--- src/rtl/image_seq_pkg.sv ---
// rtl/image_seq_pkg.sv - image path sequencer shared types and constants
package image_seq_pkg;

  localparam int IMG_BYTES  = 262144;
  localparam int ADDR_W_DEF = $clog2(IMG_BYTES);
  localparam int DATA_W_DEF = 8;

  typedef enum logic [2:0] {
    ST_RX       = 3'd0,
    ST_VIEW_IN  = 3'd1,
    ST_PROC     = 3'd2,
    ST_VIEW_OUT = 3'd3,
    ST_TX       = 3'd4,
    ST_DONE     = 3'd5
  } seq_state_t;

endpackage

--- src/rtl/button_edge_sync.sv ---
// rtl/button_edge_sync.sv - push button synchroniser with one-cycle falling-edge pulse
module button_edge_sync (
  input  logic clk,
  input  logic reset,
  input  logic btn_n,
  output logic press
);

  logic sync1;
  logic sync2;
  logic prev;

  // two-flop synchroniser plus a history flop; idle level (released) is 1
  always_ff @(posedge clk) begin
    if (reset) begin
      sync1 <= 1'b1;
      sync2 <= 1'b1;
      prev  <= 1'b1;
    end else begin
      sync1 <= btn_n;
      sync2 <= sync1;
      prev  <= sync2;
    end
  end

  // a held button stays low, so only the high-to-low step produces a pulse
  assign press = prev & ~sync2;

endmodule

--- src/rtl/image_flow_sequencer.sv ---
// rtl/image_flow_sequencer.sv - image path phase controller and frame RAM arbiter (option: SEQ_WATCHDOG_EN)
module image_flow_sequencer
  import image_seq_pkg::*;
#(
  parameter int ADDR_W      = ADDR_W_DEF,
  parameter int DATA_W      = DATA_W_DEF,
  parameter int WDOG_CYCLES = 16777216
) (
  input  logic              clk,
  input  logic              reset,
  input  logic              start_n,
  input  logic [ADDR_W-1:0] dbg_addr,
  input  logic [ADDR_W-1:0] wr_addr,
  input  logic [DATA_W-1:0] wr_data,
  input  logic              wr_en,
  input  logic              wr_done,
  input  logic [ADDR_W-1:0] proc_addr,
  input  logic [DATA_W-1:0] proc_data,
  input  logic              proc_wen,
  input  logic              proc_done,
  input  logic [ADDR_W-1:0] tx_addr,
  input  logic              tx_done,
  output logic              proc_start,
  output logic              tx_start,
  output logic [ADDR_W-1:0] ram_addr,
  output logic [DATA_W-1:0] ram_data,
  output logic              ram_wren,
  output logic [2:0]        phase,
  output logic              err,
  output logic              timeout
);

  seq_state_t state;
  logic       press;
  logic       wdog_hit;

  button_edge_sync u_start_btn (
    .clk   (clk),
    .reset (reset),
    .btn_n (start_n),
    .press (press)
  );

`ifdef SEQ_WATCHDOG_EN
  localparam int WDOG_W = $clog2(WDOG_CYCLES + 1);

  logic [WDOG_W-1:0] wdog_cnt;
  logic              timeout_q;

  // counts cycles spent in PROC/TX; every entry comes from an idle phase, which holds it at 0
  always_ff @(posedge clk) begin
    if (reset) begin
      wdog_cnt <= '0;
    end else if (state == ST_PROC || state == ST_TX) begin
      wdog_cnt <= wdog_cnt + 1'b1;
    end else begin
      wdog_cnt <= '0;
    end
  end

  assign wdog_hit = (wdog_cnt == WDOG_W'(WDOG_CYCLES - 1));
  assign timeout  = timeout_q;
`else
  assign wdog_hit = 1'b0;
  // WDOG_CYCLES is a positive count, so this is a constant 0 without the watchdog
  assign timeout  = (WDOG_CYCLES < 0);
`endif

  // phase FSM; start pulses are registered so they coincide with the first cycle of the new phase
  always_ff @(posedge clk) begin
    if (reset) begin
      state      <= ST_RX;
      proc_start <= 1'b0;
      tx_start   <= 1'b0;
`ifdef SEQ_WATCHDOG_EN
      timeout_q  <= 1'b0;
`endif
    end else begin
      proc_start <= 1'b0;
      tx_start   <= 1'b0;
      case (state)
        ST_RX: begin
          if (wr_done) state <= ST_VIEW_IN;
        end
        ST_VIEW_IN: begin
          if (press) begin
            state      <= ST_PROC;
            proc_start <= 1'b1;
          end
        end
        ST_PROC: begin
          if (proc_done) begin
            state <= ST_VIEW_OUT;
          end else if (wdog_hit) begin
            state <= ST_VIEW_OUT;
`ifdef SEQ_WATCHDOG_EN
            timeout_q <= 1'b1;
`endif
          end
        end
        ST_VIEW_OUT: begin
          if (press) begin
            state    <= ST_TX;
            tx_start <= 1'b1;
          end
        end
        ST_TX: begin
          if (tx_done) begin
            state <= ST_DONE;
          end else if (wdog_hit) begin
            state <= ST_DONE;
`ifdef SEQ_WATCHDOG_EN
            timeout_q <= 1'b1;
`endif
          end
        end
        ST_DONE: begin
          if (press) begin
            state    <= ST_TX;
            tx_start <= 1'b1;
          end
        end
        default: state <= ST_RX;
      endcase
    end
  end

  // registered RAM port mux; the owner follows the registered state, so a switch lands one cycle late
  always_ff @(posedge clk) begin
    if (reset) begin
      ram_addr <= '0;
      ram_data <= '0;
      ram_wren <= 1'b0;
    end else begin
      case (state)
        ST_RX: begin
          ram_addr <= wr_addr;
          ram_data <= wr_data;
          ram_wren <= wr_en;
        end
        ST_PROC: begin
          ram_addr <= proc_addr;
          ram_data <= proc_data;
          ram_wren <= proc_wen;
        end
        ST_TX: begin
          ram_addr <= tx_addr;
          ram_data <= '0;
          ram_wren <= 1'b0;
        end
        default: begin
          ram_addr <= dbg_addr;
          ram_data <= '0;
          ram_wren <= 1'b0;
        end
      endcase
    end
  end

  // sticky flag for a write attempted by a requester that does not own the port
  always_ff @(posedge clk) begin
    if (reset) begin
      err <= 1'b0;
    end else if ((wr_en && state != ST_RX) || (proc_wen && state != ST_PROC)) begin
      err <= 1'b1;
    end
  end

  assign phase = state;

endmodule

--- config.mk ---
export PLATFORM = sky130hd
export DESIGN_NAME = image_flow_sequencer
export DESIGN_NICKNAME = d
export VERILOG_FILES = /design/src/rtl/image_seq_pkg.sv /design/src/rtl/button_edge_sync.sv /design/src/rtl/image_flow_sequencer.sv
export SDC_FILE = /design/constraint.sdc
export NUM_CORES = 1
export LEC_CHECK = 0
export BUFFER_PORTS_ARGS = -buffer_cell sky130_fd_sc_hd__buf_2
export CAP_MARGIN = 20
export CORE_MARGIN = 2
export CORE_UTILIZATION = 43
export CTS_CLUSTER_SIZE = 24
export DETAILED_ROUTE_END_ITERATION = 8
export PLACE_DENSITY = 0.95
export SYNTH_ARGS = -nofsm -noshare
export SYNTH_HDL_FRONTEND = slang
export SYNTH_SLANG_ARGS = --single-unit
--- constraint.sdc ---
create_clock -name clk -period 2.93 [get_ports clk]
set_clock_uncertainty 0.2 [all_clocks]
set_input_delay 0.1465 -clock clk [delete_from_list [all_inputs] [get_ports clk]]
set_output_delay 0.1465 -clock clk [all_outputs]
set_load 0.05 [all_outputs]
# Word-level counts from Yosys, hierarchy flattened
# Index checks and enable logic that the tools add are counted.
[totals]
output_inout_bits = 34
ff_bits = 36
wordCells = 44
[classes]
n_mux = 10
bitwise = 4
n_eq_ne = 11
n_reduce_logical = 9
[op_table]
columns = ["operator", "count"]
rows = [
  ["18-bit case mux with 3 select lines", 1],
  ["8-bit case mux with 2 select lines", 1],
  ["3-bit two-way mux", 5],
  ["3-bit case mux with 5 select lines", 1],
  ["2-bit != test (second input constant)", 4],
  ["3-bit by 2-bit == test with 1-bit output (second input constant)", 2],
  ["3-bit == test (second input constant)", 2],
  ["2-bit OR reduction", 3],
  ["5-bit AND reduction", 1],
  ["3-bit by 1-bit == test with 1-bit output (second input constant)", 1],
  ["3-bit zero test", 1],
  ["3-bit by 2-bit != test with 1-bit output (second input constant)", 1],
  ["1-bit inverter", 3],
  ["3-bit nonzero test", 1],
  ["1-bit logical AND", 2],
  ["2-bit by 1-bit != test with 1-bit output (second input constant)", 1],
  ["1-bit case mux with 2 select lines", 1],
  ["1-bit AND", 1],
  ["1-bit logical OR", 1],
  ["1-bit two-way mux", 1],
]

# Depth between registers and ports, before layout
[depth]
depth_word = 4
ltp_mapped = 6
ltp_nobuf = 3

# Hierarchy
# A second synthesis with hierarchy kept.
[hier_totals]
hier_cells = 169
area_unflattened_um2 = 1682.9
[modules_own_cells]
columns = ["module", "area_each_um2", "cells_each", "n_inst"]
rows = [
  ["image_flow_sequencer", 1597.8, 162, 1],
  ["button_edge_sync", 85.1, 7, 1],
]

# Least setup slack after synthesis
# OpenSTA, ideal clock, no wires.
[synth_timing]
path_type = "flip-flop to flip-flop"
startpoint = "register state[1], in the netlist phase[1]"
endpoint = "register ram_addr[10]"
t_required_ns = 2.583
slack_ns = 1.036
path_buffers = 2
setup_ns = 0.147
synth_period_minus_slack_ns = 1.894
stages_incl_launch_ff = 6
arrival_ns = 1.547
path_cell_list = "dfxtp_1 or3b_1 buf_4 buf_8 nor2_4 a2111oi_2"
[synth_between]
elab_chain_len = 2
[synth_rtl]
columns = ["item", "line_no", "rtl"]
rows = [
  ["start: declaration", "image_flow_sequencer.sv:33", "seq_state_t state;"],
  ["start signal: assignment", "image_flow_sequencer.sv:72", "state <= ST_RX;"],
  ["start signal: assignment", "image_flow_sequencer.sv:83", "if (wr_done) state <= ST_VIEW_IN;"],
  ["start signal: assignment", "image_flow_sequencer.sv:87", "state <= ST_PROC;"],
  ["3-bit == test (tied with other cells)", "image_flow_sequencer.sv:135", "case (state)"],
  ["18-bit case mux with 3 select lines (*)", "image_flow_sequencer.sv:135", ""],
  ["end signal: assignment", "image_flow_sequencer.sv:137", "ram_addr <= wr_addr;"],
  ["end signal: assignment", "image_flow_sequencer.sv:142", "ram_addr <= proc_addr;"],
  ["end signal: assignment", "image_flow_sequencer.sv:147", "ram_addr <= tx_addr;"],
  ["end: declaration", "image_flow_sequencer.sv:25", "output logic [ADDR_W-1:0] ram_addr,"],
]
# Every way passes the cells marked *; elsewhere a longest branch is shown, timed or not.
# A chain may end at the register's enable or synchronous reset.

# Final worst setup path
[layout_timing]
startpoint = "register state[2], in the netlist phase[2]"
endpoint = "register ram_addr[2]"
# The elaborated chain is that of the path after synthesis.

==> results.md <==
- Run status: completed
- Final WL: 5.933 mm
- Detailed-route via count: 1989
- Peak supply drop: 0.0003741 V
- Clock Path Buffers: 2
- Min cycle time layout: 2570 ps
- Clock tree from TritonCTS: built
- Via count of the first global-routing pass: 1943
- Sum of negative setup slack: 0 ps
- Number of DRC violations after detailed routing: 0
- Slew HR: 58.01%
- Netlist area before placement: 0.001764 mm^2
- Number of distinct library cell variants in the gate-level netlist after synthesis: 32
- Number of inserted diodes: 0
- Gates resized, CTS repair: 0
- Startpoint class of the critical path: flip-flop
- Post-Route Hold Slack: 1.004 ps
- Initial Util: 44.42%
- Delay of the slowest cell on the worst path: 730 ps
- Core area: 0.003971 mm^2
- Net count after synthesis: 267
- Proportion of layout cells with a drive suffix above 1: 48.40%
- Power per unit of standard cell area: 462.4 mW/mm^2
- Buffers plus inverters on the worst setup path: 2
- Maximum fanout encountered on the critical timing path: 24
- Number of nets with antenna violations after routing: 0
- Routed length on met2: 3.190 mm
- CTS Root Buffer Type: clkbuf_8
- Part of the total power dissipated in combinational logic: 28.6%
- Routed WL per cell: 15.10 um
- Maximum number of pins on one net before global-route repair: 29
- Cell type with the largest total area after synthesis: dfxtp_1
- Total met3 wirelength after detailed routing: 432 um
- Internal power: 938.2 uW
- Cell Chain, Critical Path: or3b_1 > buf_4 > nor2_1 > a2111oi_0 > dlygate4sd3_1
- DR pass1 iterations: 4
- Share of power burned in the clock network: 31.9%
- Max capacitance violation total: 0
- Peak clock frequency supported by timing: 389.1 MHz
- Number of ports placed on the die boundary: 130
- Quantity of I/O buffers inserted on ports: 128
- Avg Cell Area, Syn: 10.32 um^2
- Fin nets: 438
- Global-route wire length before repair: 8.749 mm
- Total grt overflow: 0
- Class of the tightest hold or removal check: input port to flip-flop
- Yosys top cell area share: 40.85%
- Worst slew pin tran: 628.9 ps
- Leakage power of the design: 1.361 nW
- Kind of critical path: flip-flop to flip-flop
- Final setup violation count: 0
- Number of buffers inserted during clock tree synthesis: 5
- Clk Latency, worst-skew pair: 290 ps
- Post-synthesis cell count: 171
- Number of warnings issued by yosys: 0
- H-tree lvl count: 2
- Sequential cell fraction of total power: 39.5%
- Die ar.: 0.004631 mm^2
- Area contributors post-synth: dfxtp_1 41%, mux2i_1 15%, a2111oi_2 7.7%, nor2_1 7.2%, nor2_4 5.7%
- Number of failing hold endpoints at the final stage: 0
- Cell Area, Placed: 0.002381 mm^2
- Clk pin slew, worst setup/hold paths: 80 ps
- CP top delay family: buffers and inverters
- Overall Global Routing Usage: 26.02%
- Number of antenna violations at the first check in global routing: 0
- DP Wirelength: 3.607 mm
- CP max stage cell: dfxtp_2
- Number of synthesized register bits: 36
- Floorplan row count: 23
- WP data arrival: 2610 ps
- Endpoint kind of the worst setup timing path: flip-flop
- Share of the cycle needed by the critical path after routing: 87.72%
- Post-Place Setup Slack: 858.9 ps
- Number of clock sinks seen by CTS: 36
- Die Height: 68.05 um
- Switching share of power: 31.75%
- Final setup margin: 359.8 ps
- Final standard cell area without fillers: 0.002973 mm^2
- Final weighted congestion in routability-driven placement: 0.7635
- Area added between synthesis and finish: 68.51%
- Number of pins exceeding their max-slew limit in the final report: 0
- Required time at the worst-slack endpoint: 2970 ps
- Net Sw Power: 436.4 uW
- Detail-routed via count per cell: 5.061
- Met1 wire length: 2.083 mm
- DRT iter0 DRCs: 65
- Top layer used by detailed routing: met4
- Chip width: 68.05 um
- Share of synthesized area occupied by flip-flops and latches: 40.85%
- RSZ-0062 raised after global routing: false
## state kept, by name (all words and copies together) (netlist names)
signal and flops:
ram_addr 18, ram_data 8, phase 3, err 1, proc_start 1, ram_wren 1
tx_start 1, u_start_btn.prev 1, u_start_btn.sync1 1, u_start_btn.sync2 1
## placed cells by master (no fill, tap or decap), drive strengths merged, types with 5 or more instances in the layout
cell type / n
mux2i: 26
dlygate4sd3: 48
dfxtp: 36
clkbuf: 5
nor2: 44
nor3: 5
buf: 132
a2111oi: 19
## layout make-up
cell class                 instances  area, um^2
timing repair buffer             180        1151
tap                               50       62.56
clock buffer                       5       68.82
multi-input combinational        117       918.4
inverter                           2       7.507
sequential                        36       721.9
fill                             282       998.5
clock inverter                     3       42.54
## worst paths after layout
kind / startpoint / slack, ps / depth (start not counted) / end
setup / recovery: phase[2] / 360 / 5 / ram_addr[2]
hold / removal: dbg_addr[7] / 1 / 3 / ram_addr[7]
setup reg to reg: phase[2] / 360 / 5 / ram_addr[2]
hold reg to reg: u_start_btn.sync1 / 210 / 1 / u_start_btn.sync2
## through the flow
stage	utilization [%]	std cells	total power, mW
after floorplan	-	171	0.7666
after CTS	74.86	393	1.370
final	74.86	393	1.375
after global placement	59.96	337	0.8710
after global routing	74.86	393	1.435
after detailed placement	59.96	337	0.8793
## power by group through the flow
stage	sequential (mW)	combinational (mW)	clock [mW]
finish	0.544	0.393	0.438
global route	0.547	0.419	0.468
CTS	0.542	0.386	0.442
detailed placement	0.553	0.326	0
global placement	0.551	0.320	0
floorplan	0.669	0.0973	0
## cell usage after synthesis
master     instances
dfxtp_1           36
nor2_1            34
mux2i_1           26
a2111oi_0          9
a2111oi_2          9
nor2_4             9
buf_4              5
nor3_1             5
buf_2              3
buf_6              3
clkbuf_1           3
nor4_1             3
or2_2              3
a21oi_1            2
inv_1              2
nor2b_1            2
or3b_1             2
a2111oi_1          1
a21o_1             1
a21oi_4            1
a221o_1            1
buf_8              1
clkbuf_4           1
conb_1             1
mux2_2             1
nand2b_1           1
nand3b_1           1
nor2_2             1
o21bai_1           1
or3_1              1
xnor2_1            1
xor2_1             1
## repair_timing
action / CTS / global route
hold buffers: 48 / 0
buffers inserted: 0 / 0
endpoints found under the hold margin: 28 / 0
## tightest hold or removal path, cell delays in order
cell and delay [ps]:
buf_2 100, nor2_1 130, a2111oi_2 70
## logic make-up after synthesis
kind of cell | share of synthesized area [%]
buffers and inverters | 7.234
flip-flops | 40.85
other | 0.2126
AND/OR/NAND/NOR | 19.72
AO/OA/AOI/OAI | 15.60
XOR/XNOR | 0.9931
multiplexers | 15.39
## metal layers
metal  global-route usage, %  vias to the layer above
met5                       0                        -
met4                   14.00                        0
met3                   5.592                       19
met2                   51.46                       97
met1                   24.34                      927
li1                        -                      946
No activity file was read; power rests on OpenSTA's default activity.
